==> src/rtl/ser_des_link_if.sv <==
// rtl/ser_des_link_if.sv - Parallel-side TX/RX handshake bundle for ser_des_link
// parity_err exists only when SER_DES_PARITY_EN is defined.
interface ser_des_link_if #(
    parameter int DATA_W = 8
);
    logic [DATA_W-1:0] tx_data;
    logic              tx_valid;
    logic              tx_ready;
    logic [DATA_W-1:0] rx_data;
    logic              rx_valid;
    logic              rx_ready;
    logic              frame_err;
    logic              overrun;
`ifdef SER_DES_PARITY_EN
    logic              parity_err;
`endif

    modport master (
        output tx_data, tx_valid, rx_ready,
`ifdef SER_DES_PARITY_EN
        input  parity_err,
`endif
        input  tx_ready, rx_data, rx_valid, frame_err, overrun
    );

    modport slave (
        input  tx_data, tx_valid, rx_ready,
`ifdef SER_DES_PARITY_EN
        output parity_err,
`endif
        output tx_ready, rx_data, rx_valid, frame_err, overrun
    );
endinterface

==> src/rtl/ser_des_link.sv <==
// rtl/ser_des_link.sv - Parametrised full-duplex NRZ serializer/deserializer with internal loopback
// Optional even parity via SER_DES_PARITY_EN. Loopback latency, tx accept cycle -> first rx_valid cycle: exactly F - CLKS_PER_BIT/2 + 4.
module ser_des_link #(
    parameter int DATA_W       = 8,
    parameter int CLKS_PER_BIT = 4
) (
    input  logic          clk,
    input  logic          reset,
    ser_des_link_if.slave link,
    output logic          ser_out,
    input  logic          ser_in,
    input  logic          loopback
);

    localparam int CNT_W = $clog2(CLKS_PER_BIT);
    localparam int IDX_W = $clog2(DATA_W);
    localparam logic [CNT_W-1:0] CNT_LAST = CNT_W'(CLKS_PER_BIT - 1);
    localparam logic [CNT_W-1:0] CNT_PRE  = CNT_W'(CLKS_PER_BIT - 2);
    localparam logic [CNT_W-1:0] CNT_MID  = CNT_W'(CLKS_PER_BIT / 2 - 1);
    localparam logic [IDX_W-1:0] IDX_LAST = IDX_W'(DATA_W - 1);

    typedef enum logic [2:0] {
        TX_IDLE,
        TX_START,
        TX_DATA,
        TX_PARITY,
        TX_STOP
    } tx_state_t;

    typedef enum logic [2:0] {
        RX_IDLE,
        RX_START,
        RX_DATA,
        RX_PARITY,
        RX_STOP,
        RX_WAIT_HIGH
    } rx_state_t;

    tx_state_t         tx_state;
    logic [DATA_W-1:0] tx_shift;
    logic [CNT_W-1:0]  tx_cnt;
    logic [IDX_W-1:0]  tx_idx;
    logic              tx_ready_q;
    logic              tx_accept;
`ifdef SER_DES_PARITY_EN
    logic              tx_par;
`endif

    assign tx_accept     = link.tx_valid & tx_ready_q;
    assign link.tx_ready = tx_ready_q;

    // tx_ready re-opens on the final stop cycle so an accept there starts the next frame with no gap.
    always_ff @(posedge clk) begin
        if (reset) begin
            tx_state   <= TX_IDLE;
            tx_ready_q <= 1'b1;
            ser_out    <= 1'b1;
            tx_cnt     <= '0;
            tx_idx     <= '0;
            tx_shift   <= '0;
`ifdef SER_DES_PARITY_EN
            tx_par     <= 1'b0;
`endif
        end else if (tx_accept) begin
            tx_state   <= TX_START;
            tx_ready_q <= 1'b0;
            ser_out    <= 1'b0;
            tx_cnt     <= '0;
            tx_idx     <= '0;
            tx_shift   <= link.tx_data;
`ifdef SER_DES_PARITY_EN
            tx_par     <= ^link.tx_data;
`endif
        end else begin
            tx_cnt <= (tx_cnt == CNT_LAST) ? '0 : tx_cnt + 1'b1;
            case (tx_state)
                TX_IDLE: begin
                    tx_cnt <= '0;
                end
                TX_START: begin
                    if (tx_cnt == CNT_LAST) begin
                        tx_state <= TX_DATA;
                        ser_out  <= tx_shift[0];
                        tx_shift <= tx_shift >> 1;
                    end
                end
                TX_DATA: begin
                    if (tx_cnt == CNT_LAST) begin
                        if (tx_idx == IDX_LAST) begin
`ifdef SER_DES_PARITY_EN
                            tx_state <= TX_PARITY;
                            ser_out  <= tx_par;
`else
                            tx_state <= TX_STOP;
                            ser_out  <= 1'b1;
`endif
                        end else begin
                            tx_idx   <= tx_idx + 1'b1;
                            ser_out  <= tx_shift[0];
                            tx_shift <= tx_shift >> 1;
                        end
                    end
                end
                TX_PARITY: begin
                    if (tx_cnt == CNT_LAST) begin
                        tx_state <= TX_STOP;
                        ser_out  <= 1'b1;
                    end
                end
                TX_STOP: begin
                    if (tx_cnt == CNT_PRE) begin
                        tx_ready_q <= 1'b1;
                    end
                    if (tx_cnt == CNT_LAST) begin
                        tx_state <= TX_IDLE;
                    end
                end
                default: begin
                    tx_state <= TX_IDLE;
                    ser_out  <= 1'b1;
                end
            endcase
        end
    end

    logic              line_in;
    logic              sync1;
    logic              sync2;
    logic              rx_prev;
    rx_state_t         rx_state;
    logic [CNT_W-1:0]  rx_cnt;
    logic [IDX_W-1:0]  rx_idx;
    logic [DATA_W-1:0] rx_shift;
    logic [DATA_W-1:0] rx_data_q;
    logic              rx_valid_q;
    logic              frame_err_q;
    logic              overrun_q;
`ifdef SER_DES_PARITY_EN
    logic              rx_par_bit;
    logic              parity_err_q;

    assign link.parity_err = parity_err_q;
`endif

    assign line_in        = loopback ? ser_out : ser_in;
    assign link.rx_data   = rx_data_q;
    assign link.rx_valid  = rx_valid_q;
    assign link.frame_err = frame_err_q;
    assign link.overrun   = overrun_q;

    // sync2 is the synchronised line; rx_prev lets IDLE spot a falling edge.
    always_ff @(posedge clk) begin
        if (reset) begin
            sync1        <= 1'b1;
            sync2        <= 1'b1;
            rx_prev      <= 1'b1;
            rx_state     <= RX_IDLE;
            rx_cnt       <= '0;
            rx_idx       <= '0;
            rx_shift     <= '0;
            rx_data_q    <= '0;
            rx_valid_q   <= 1'b0;
            frame_err_q  <= 1'b0;
            overrun_q    <= 1'b0;
`ifdef SER_DES_PARITY_EN
            rx_par_bit   <= 1'b0;
            parity_err_q <= 1'b0;
`endif
        end else begin
            sync1       <= line_in;
            sync2       <= sync1;
            rx_prev     <= sync2;
            frame_err_q <= 1'b0;
`ifdef SER_DES_PARITY_EN
            parity_err_q <= 1'b0;
`endif
            if (rx_valid_q && link.rx_ready) begin
                rx_valid_q <= 1'b0;
            end
            rx_cnt <= (rx_cnt == CNT_LAST) ? '0 : rx_cnt + 1'b1;
            case (rx_state)
                RX_IDLE: begin
                    rx_cnt <= '0;
                    if (rx_prev && !sync2) begin
                        rx_state <= RX_START;
                    end
                end
                RX_START: begin
                    if (rx_cnt == CNT_MID) begin
                        rx_cnt   <= '0;
                        rx_idx   <= '0;
                        rx_state <= sync2 ? RX_IDLE : RX_DATA;
                    end
                end
                RX_DATA: begin
                    if (rx_cnt == CNT_LAST) begin
                        rx_shift <= {sync2, rx_shift[DATA_W-1:1]};
                        if (rx_idx == IDX_LAST) begin
`ifdef SER_DES_PARITY_EN
                            rx_state <= RX_PARITY;
`else
                            rx_state <= RX_STOP;
`endif
                        end else begin
                            rx_idx <= rx_idx + 1'b1;
                        end
                    end
                end
                RX_PARITY: begin
                    if (rx_cnt == CNT_LAST) begin
`ifdef SER_DES_PARITY_EN
                        rx_par_bit <= sync2;
`endif
                        rx_state <= RX_STOP;
                    end
                end
                RX_STOP: begin
                    if (rx_cnt == CNT_LAST) begin
                        if (sync2) begin
                            // A same-cycle consume frees the register, so only an unconsumed word overruns.
                            rx_data_q  <= rx_shift;
                            rx_valid_q <= 1'b1;
                            if (rx_valid_q && !link.rx_ready) begin
                                overrun_q <= 1'b1;
                            end
`ifdef SER_DES_PARITY_EN
                            parity_err_q <= (^rx_shift) ^ rx_par_bit;
`endif
                            rx_state <= RX_IDLE;
                        end else begin
                            frame_err_q <= 1'b1;
                            rx_state    <= RX_WAIT_HIGH;
                        end
                    end
                end
                RX_WAIT_HIGH: begin
                    if (sync2) begin
                        rx_state <= RX_IDLE;
                    end
                end
                default: begin
                    rx_state <= RX_IDLE;
                end
            endcase
        end
    end

endmodule
==> src/flat_wrapper.sv <==
// flat-port wrapper written by rule: the top's interface ports become plain ports
module ser_des_link_flat 
#(
    parameter int DATA_W       = 8,
    parameter int CLKS_PER_BIT = 4
)
  (clk, reset, ser_out, ser_in, loopback, link_tx_data, link_tx_valid, link_rx_ready, link_tx_ready, link_rx_data, link_rx_valid, link_frame_err, link_overrun);
  ser_des_link_if #(.DATA_W(DATA_W)) link_i ();
  input  logic clk;
  input  logic reset;
  output logic ser_out;
  input  logic ser_in;
  input  logic loopback;
  input wire logic [$bits(link_i.tx_data)-1:0] link_tx_data;
  input wire logic [$bits(link_i.tx_valid)-1:0] link_tx_valid;
  input wire logic [$bits(link_i.rx_ready)-1:0] link_rx_ready;
  output wire logic [$bits(link_i.tx_ready)-1:0] link_tx_ready;
  output wire logic [$bits(link_i.rx_data)-1:0] link_rx_data;
  output wire logic [$bits(link_i.rx_valid)-1:0] link_rx_valid;
  output wire logic [$bits(link_i.frame_err)-1:0] link_frame_err;
  output wire logic [$bits(link_i.overrun)-1:0] link_overrun;
  assign link_i.tx_data = link_tx_data;
  assign link_i.tx_valid = link_tx_valid;
  assign link_i.rx_ready = link_rx_ready;
  assign link_tx_ready = link_i.tx_ready;
  assign link_rx_data = link_i.rx_data;
  assign link_rx_valid = link_i.rx_valid;
  assign link_frame_err = link_i.frame_err;
  assign link_overrun = link_i.overrun;
  ser_des_link #(.DATA_W(DATA_W), .CLKS_PER_BIT(CLKS_PER_BIT)) u_core (.clk(clk), .reset(reset), .link(link_i), .ser_out(ser_out), .ser_in(ser_in), .loopback(loopback));
endmodule
==> config.mk <==
export PLATFORM = sky130hd
export DESIGN_NAME = ser_des_link_flat
export DESIGN_NICKNAME = d
export VERILOG_FILES = /design/src/rtl/ser_des_link_if.sv /design/src/rtl/ser_des_link.sv /design/src/flat_wrapper.sv
export SDC_FILE = /design/constraint.sdc
export NUM_CORES = 1
export LEC_CHECK = 0
export CAP_MARGIN = 15
export CELL_PAD_IN_SITES_DETAIL_PLACEMENT = 0
export CELL_PAD_IN_SITES_GLOBAL_PLACEMENT = 1
export CORE_MARGIN = 2
export CORE_UTILIZATION = 41
export DETAILED_ROUTE_END_ITERATION = 10
export GPL_TIMING_DRIVEN = 0
export PLACE_DENSITY_LB_ADDON = 0.25
export SLEW_MARGIN = 25
export SYNTH_ARGS = -nofsm -noshare
export SYNTH_HDL_FRONTEND = slang
export SYNTH_SLANG_ARGS = --single-unit
==> constraint.sdc <==
create_clock -name clk -period 1.95 [get_ports clk]
set_clock_uncertainty 0.1 [all_clocks]
set_input_delay 0.585 -clock clk [delete_from_list [all_inputs] [get_ports clk]]
set_output_delay 0.585 -clock clk [all_outputs]
set_load 0.01 [all_outputs]
==> results.py, run 1 <==
metrics = {
    "hold_path": {
        "min_path_type": "reg -> reg",
    },
    "worst_setup_path": {
        "regToRegSetupSlack_ns": 0.29,
        "cp.required_ns": 1.26,
        "cp-start-kind": "flip-flop",
        "critPathCaptureType": "primary output",
        "cp_data_arrival_time_ns": 1.18,
        "path_buf_inv": 1,
        "crit_slowest_cell": "sky130_fd_sc_hd__clkdlybuf4s50_1",
        "path_delay_family": "buffers and inverters",
        "path_max_fanout": 2,
        "crit_path_cell_trace": "clkdlybuf4s50_1",
        "setup.worst_path.class": "reg -> out",
        "cp_slowest_stage_delay_ns": 0.54,
    },
    "power_and_ir_drop": {
        "power_switching_share_pct": 26.8,
        "leakagePower_nw": 1.08,
        "internal-power_mw": 1.61,
        "power.density_nw_per_um2": 866,
        "p_sw_uw": 587,
        "worst_ir_drop_vdd_mv": 0.580,
        "seq_power_share_pct": 48.1,
        "power.share.clock_pct": 33.7,
        "p_comb_share_pct": 18.3,
    },
    "global_route": {
        "grt_use_total_pct": 15.2,
        "grt_antenna_before_repair": 0,
        "grt-ovfl-total": 0,
        "global_route_wire_length_before_repair_um": 6570,
        "grt_pass1_vias": 1448,
        "maximum_number_of_pins_on_one_net_before_global_route_repair": 17,
    },
    "cells_and_area": {
        "synth_to_final_area_change_pct": 21.8,
        "nNetsFinal": 280,
        "design_area_final_um2": 2530,
        "antenna_fix_cells": 0,
        "final_layout_size_suffix_gt1_share_pct": 9.30,
    },
    "logic_synthesis": {
        "yosys-top-cells-area": "sky130_fd_sc_hd__dfxtp_1, sky130_fd_sc_hd__mux2i_1, sky130_fd_sc_hd__ha_1",
        "synth.most_common_cell": "sky130_fd_sc_hd__dfxtp_1",
        "yosys_register_bits": 48,
        "synth.top_cells.by_count": "sky130_fd_sc_hd__dfxtp_1, sky130_fd_sc_hd__nor2_1, sky130_fd_sc_hd__nand2_1, sky130_fd_sc_hd__a21oi_1, sky130_fd_sc_hd__mux2i_1",
        "syn_inst": 225,
        "syn-cell-area_um2": 2080,
        "mappedNetlistNets": 248,
        "yosysSeqAreaShare_pct": 46.2,
        "synth_top_flop_cell": "sky130_fd_sc_hd__dfxtp_1",
        "yosysWarnings": 0,
        "synthesis.area_per_instance_um2": 9.25,
        "synth-edff-count": 0,
        "synthDominantAreaCellType": "sky130_fd_sc_hd__dfxtp_1",
        "synth.top_cell.area_share_pct": 46.2,
        "synth-async-reset-ratio_pct": 0,
        "yosysUniqueCellTypes": 42,
    },
    "floorplanning": {
        "design.core.area_um2": 4820,
        "fp.dieH_um": 75.2,
        "die-area_um2": 5660,
        "ioPinCount": 27,
        "die_width_um": 75.2,
        "initial_utilization_pct": 43.2,
        "core.rowCount": 25,
    },
    "timing": {
        "period_share_pct": 95.6,
        "report.final.setup_viol": 0,
        "setup-tns-final_ns": 0,
        "worst_pin_slew_ns": 0.523,
        "timing.hold.ws_ns": 0.322,
        "max_clock_freq_ghz": 0.537,
        "timing_max_transition_violations_final": 0,
        "hold_viol_final": 0,
        "slew-limit-headroom_pct": 65.2,
        "rsz0062_at_grt": "no",
        "layout_min_cycle_time_ns": 1.86,
    },
    "detailed_routing": {
        "firstDrtPassIters": 4,
        "route.final.wire_length_um": 3860,
        "remaining_drc_errors": 0,
        "num_vias": 1620,
        "avgRoutedWirePerCell_um": 11.9,
        "first_iter_violations": 87,
        "routed_via_density": 4.98,
        "antenna_left": 0,
    },
    "placement": {
        "rd_place_congestion": 0.755,
        "numPortBuffers": 25,
        "post-dp-hpwl_um": 2690,
        "placed_cell_area_um2": 2410,
    },
    "clock_network": {
        "clock_latency_ns": 0.30,
        "clock_tree.buffer_depth": 2,
        "path_clk_slew_ns": 0.09,
        "post_cts.repair.setup_buffers": 0,
        "tritoncts_num_sinks": 48,
        "cts_root_buf": "sky130_fd_sc_hd__clkbuf_8",
        "cts-htree-levels": 2,
        "post_cts_hold_buffer_count": 0,
        "tritoncts": "done",
        "cts_buffers": 5,
    },
    "run": {
        "number_of_max_cap_violations": 0,
    },
    "run_status": {
        "status": "finished clean",
    },
}
[metal layers]
layer | vias up | global-route usage, % | wire length [µm]
met4 | 0 | 4.09 | 46
met5 | - | 0 | 0
met1 | 749 | 20.3 | 1940
met2 | 24 | 24.7 | 1730
li1 | 841 | - | -
met3 | 6 | 3.61 | 134
[flip-flops by register name, indices dropped and copies added, names as in the netlist]
signal                 flops
u_core.rx_shift            8
u_core.rx_prev             1
u_core.link.frame_err      1
u_core.link.overrun        1
u_core.link.rx_valid       1
u_core.rx_cnt              2
u_core.rx_idx              3
u_core.link.rx_data        8
u_core.sync2               1
u_core.rx_state            3
u_core.ser_out             1
u_core.tx_state            3
u_core.tx_shift            8
u_core.sync1               1
u_core.tx_idx              3
u_core.link.tx_ready       1
u_core.tx_cnt              2
[cell usage in the layout (no fill, tap or decap), types with 3 or more instances in the layout]
cell and n:
sky130_fd_sc_hd__a21oi_1 20, sky130_fd_sc_hd__a31oi_1 3, sky130_fd_sc_hd__and2_1 4, sky130_fd_sc_hd__and3_1 3, sky130_fd_sc_hd__buf_2 5, sky130_fd_sc_hd__clkbuf_1 6
sky130_fd_sc_hd__clkbuf_8 5, sky130_fd_sc_hd__clkdlybuf4s50_1 23, sky130_fd_sc_hd__dfxtp_1 48, sky130_fd_sc_hd__ha_1 9, sky130_fd_sc_hd__inv_1 5, sky130_fd_sc_hd__mux2i_1 19
sky130_fd_sc_hd__nand2_1 24, sky130_fd_sc_hd__nand2b_1 3, sky130_fd_sc_hd__nand3_1 3, sky130_fd_sc_hd__nor2_1 29, sky130_fd_sc_hd__nor4_1 3, sky130_fd_sc_hd__o21ai_0 9
[per-stage QoR]
stage,setup slack [ns],utilization (%),total power [mW],std cells
after floorplan,0.425,-,1.38,225
after global placement,-0.0643,50.1,1.48,317
after detailed placement,-0.0744,50.1,1.48,317
after CTS,0.00979,52.5,2.22,325
after global routing,0.0165,52.6,2.31,325
final,0.0867,52.6,2.20,325
[cell families after synthesis]
group	after synthesis	share of synthesized area, %
buffers and inverters	19	4.15
AND/OR/NAND/NOR	84	20.7
adder cells (fa/ha/maj)	9	5.41
XOR/XNOR	1	0.421
flip-flops	48	46.2
AO/OA/AOI/OAI	45	14.0
multiplexers	19	9.14
[final timing paths]
check,from,cells after the start,end
max,u_core.link.rx_data[2]$_SDFFE_PP0P_,1,link_rx_data[2]
min,u_core.sync1$_SDFF_PP1_,1,u_core.sync2$_SDFF_PP1_
max reg2reg,u_core.tx_idx[0]$_SDFFE_PP0P_,6,u_core.tx_shift[1]$_SDFFE_PP0P_
min reg2reg,u_core.sync1$_SDFF_PP1_,1,u_core.sync2$_SDFF_PP1_
[power groups by stage]
stage / Sequential, mW / Combinational [mW] / Clock, mW
after global placement: 1.08 / 0.402 / 0
final: 1.06 / 0.401 / 0.739
after detailed placement: 1.08 / 0.401 / 0
after global routing: 1.06 / 0.449 / 0.797
after CTS: 1.06 / 0.402 / 0.761
after floorplan: 1.07 / 0.310 / 0
[repair_timing]
action	in CTS	in global routing
endpoints found under the hold margin	0	0
gates resized for setup	0	2
endpoints found under the setup margin	0	2
[cell type report]
cell class,instances,area (µm²)
fillers,493,2280
multi-input cells,158,1030
flip-flops and latches,48,961
repair buffers,25,255
well taps,67,83.8
clock buffers,5,68.8
plain buffers,14,67.6
clock inverters,3,46.3
inverters,5,18.8
Power figures use the tool's default switching activity.
==> run 2, diff against run 1 <==
CAP_MARGIN = 5   (was 15)
CORE_UTILIZATION = 47   (was 41)
DONT_BUFFER_PORTS = 1   (was default)
==> run 2 against run 1 <==
Net effect: combinational power shrank 4%; final area shrank 12%; worst setup slack gained 0.14 ns; sequential share of layout area grew 5.0 points; critical endpoint is now u_core.rx_state[2]$_SDFFE_PP0P_; largest cell class unchanged.
==> results.py, run 2 (synthesized netlist as in run 1, its figures left out) <==
metrics = {
    "detailed_routing": {
        "remaining_drc_errors": 0,
        "antenna_left": 0,
        "first_iter_violations": 99,
        "route.final.wire_length_um": 3760,
        "avgRoutedWirePerCell_um": 13.2,
        "firstDrtPassIters": 4,
        "routed_via_density": 5.47,
        "num_vias": 1554,
    },
    "cells_and_area": {
        "finalNonFillerCells": 284,
        "num-fill-cells": 422,
        "antenna_fix_cells": 0,
        "synth_to_final_area_change_pct": 7.52,
        "layout_common_cells": "sky130_fd_sc_hd__dfxtp_1, sky130_fd_sc_hd__nor2_1, sky130_fd_sc_hd__nand2_1",
        "final_common_cell": "sky130_fd_sc_hd__dfxtp_1",
        "seqCellArea_um2": 961,
        "fin_util_pct": 52.1,
        "multiInputGateArea_um2": 1030,
        "final_layout_size_suffix_gt1_share_pct": 9.91,
        "design_area_final_um2": 2240,
        "nNetsFinal": 255,
    },
    "clock_network": {
        "post_cts.repair.setup_buffers": 0,
        "clock_latency_ns": 0.30,
        "cts_buffers": 5,
        "cts-htree-levels": 2,
        "cts_root_buf": "sky130_fd_sc_hd__clkbuf_8",
        "tritoncts": "done",
        "post_cts_hold_buffer_count": 0,
        "tritoncts_num_sinks": 48,
        "post_cts.resized_instances": 0,
        "clock_tree.buffer_depth": 2,
        "path_clk_slew_ns": 0.09,
    },
    "timing": {
        "layout_min_cycle_time_ns": 1.72,
        "worst_pin_slew_ns": 0.518,
        "period_share_pct": 88.2,
        "worst_slack_ns": 0.229,
        "hold_viol_final": 0,
        "rsz0062_at_grt": "no",
        "slew-limit-headroom_pct": 65.4,
        "timing.hold.ws_ns": 0.312,
        "setup-tns-final_ns": 0,
        "max_clock_freq_ghz": 0.581,
        "timing_max_transition_violations_final": 0,
        "report.final.setup_viol": 0,
    },
    "placement": {
        "placed_instances": 277,
        "post-dp-hpwl_um": 2580,
        "placed_cell_area_um2": 2150,
        "worst_slack_at_placement_ns": 0.0987,
        "rd_place_congestion": 0.782,
        "numPortBuffers": 0,
    },
    "worst_setup_path": {
        "cp-start-kind": "flip-flop",
        "path_max_fanout": 4,
        "critPathCaptureType": "flip-flop",
        "cp_data_arrival_time_ns": 1.87,
        "setup.worst_path.class": "reg -> reg",
        "cp.required_ns": 2.10,
    },
    "power_and_ir_drop": {
        "p_sw_uw": 579,
        "internal-power_mw": 1.48,
        "p_comb_share_pct": 18.6,
        "power.density_nw_per_um2": 921,
        "power_switching_share_pct": 28.1,
        "power.share.clock_pct": 30.1,
        "leakagePower_nw": 0.967,
        "worst_ir_drop_vdd_mv": 0.435,
        "total_power_draw_mw": 2.06,
        "seq_power_share_pct": 51.3,
    },
    "global_route": {
        "global_route_wire_length_before_repair_um": 6480,
        "grt_pass1_vias": 1459,
        "maximum_number_of_pins_on_one_net_before_global_route_repair": 15,
        "grt_antenna_before_repair": 0,
        "grt-ovfl-total": 0,
        "grt_use_total_pct": 16.4,
    },
    "hold_path": {
        "min_path_type": "in -> reg",
    },
    "run_status": {
        "status": "finished clean",
    },
    "floorplanning": {
        "fp.dieH_um": 70.5,
        "core.rowCount": 24,
        "design.core.area_um2": 4290,
        "ioPinCount": 27,
        "die_width_um": 70.5,
        "die-area_um2": 4980,
        "initial_utilization_pct": 48.5,
    },
    "run": {
        "number_of_max_cap_violations": 0,
    },
}
-- run 2: metal layers --
layer  global-route usage, %  share of wire, %
met1                    19.8                47
met2                    26.8                47
met3                    5.56               5.2
met4                    6.92               1.4
met5                       0                 0
-- run 2: power groups by stage --
| stage | combinational (mW) | sequential, mW | clock [mW] |
|---|---|---|---|
| after floorplan | 0.310 | 1.07 | 0 |
| after global placement | 0.372 | 1.08 | 0 |
| after detailed placement | 0.366 | 1.08 | 0 |
| after CTS | 0.381 | 1.06 | 0.643 |
| after global routing | 0.417 | 1.06 | 0.665 |
| final | 0.383 | 1.06 | 0.620 |
-- run 2: layout make-up --
class	instances	area share [%]
inverters	5	0.839
well taps	52	2.91
clock inverters	1	0.391
plain buffers	14	3.02
clock buffers	6	3.69
flip-flops and latches	48	43.0
multi-input cells	158	46.2
-- run 2: worst paths after layout --
| check | from | end | slack (ns) | cells after the start |
|---|---|---|---|---|
| setup / recovery | u_core.rx_idx[0]$_SDFFE_PP0P_ | u_core.rx_state[2]$_SDFFE_PP0P_ | 0.23 | 5 |
| hold / removal | ser_in | u_core.sync1$_SDFF_PP1_ | 0.31 | 2 |
| setup reg to reg | u_core.rx_idx[0]$_SDFFE_PP0P_ | u_core.rx_state[2]$_SDFFE_PP0P_ | 0.23 | 5 |
| hold reg to reg | u_core.sync1$_SDFF_PP1_ | u_core.sync2$_SDFF_PP1_ | 0.31 | 1 |
-- run 2: critical path, stage by stage (launching register included) --
cell,delay [ns]
sky130_fd_sc_hd__dfxtp_1,0.36
sky130_fd_sc_hd__ha_1,0.16
sky130_fd_sc_hd__ha_1,0.20
sky130_fd_sc_hd__nand2_1,0.11
sky130_fd_sc_hd__a311oi_2,0.45
sky130_fd_sc_hd__o221a_1,0.28
==> run 3, diff against run 2 <==
CORE_UTILIZATION = 41   (was 47)
DONT_BUFFER_PORTS = default   (was 1)
GPL_ROUTABILITY_DRIVEN = 0   (was default)
==> results of run 3 <==
Final layout, timing and power as in run 1 (identical DEF).
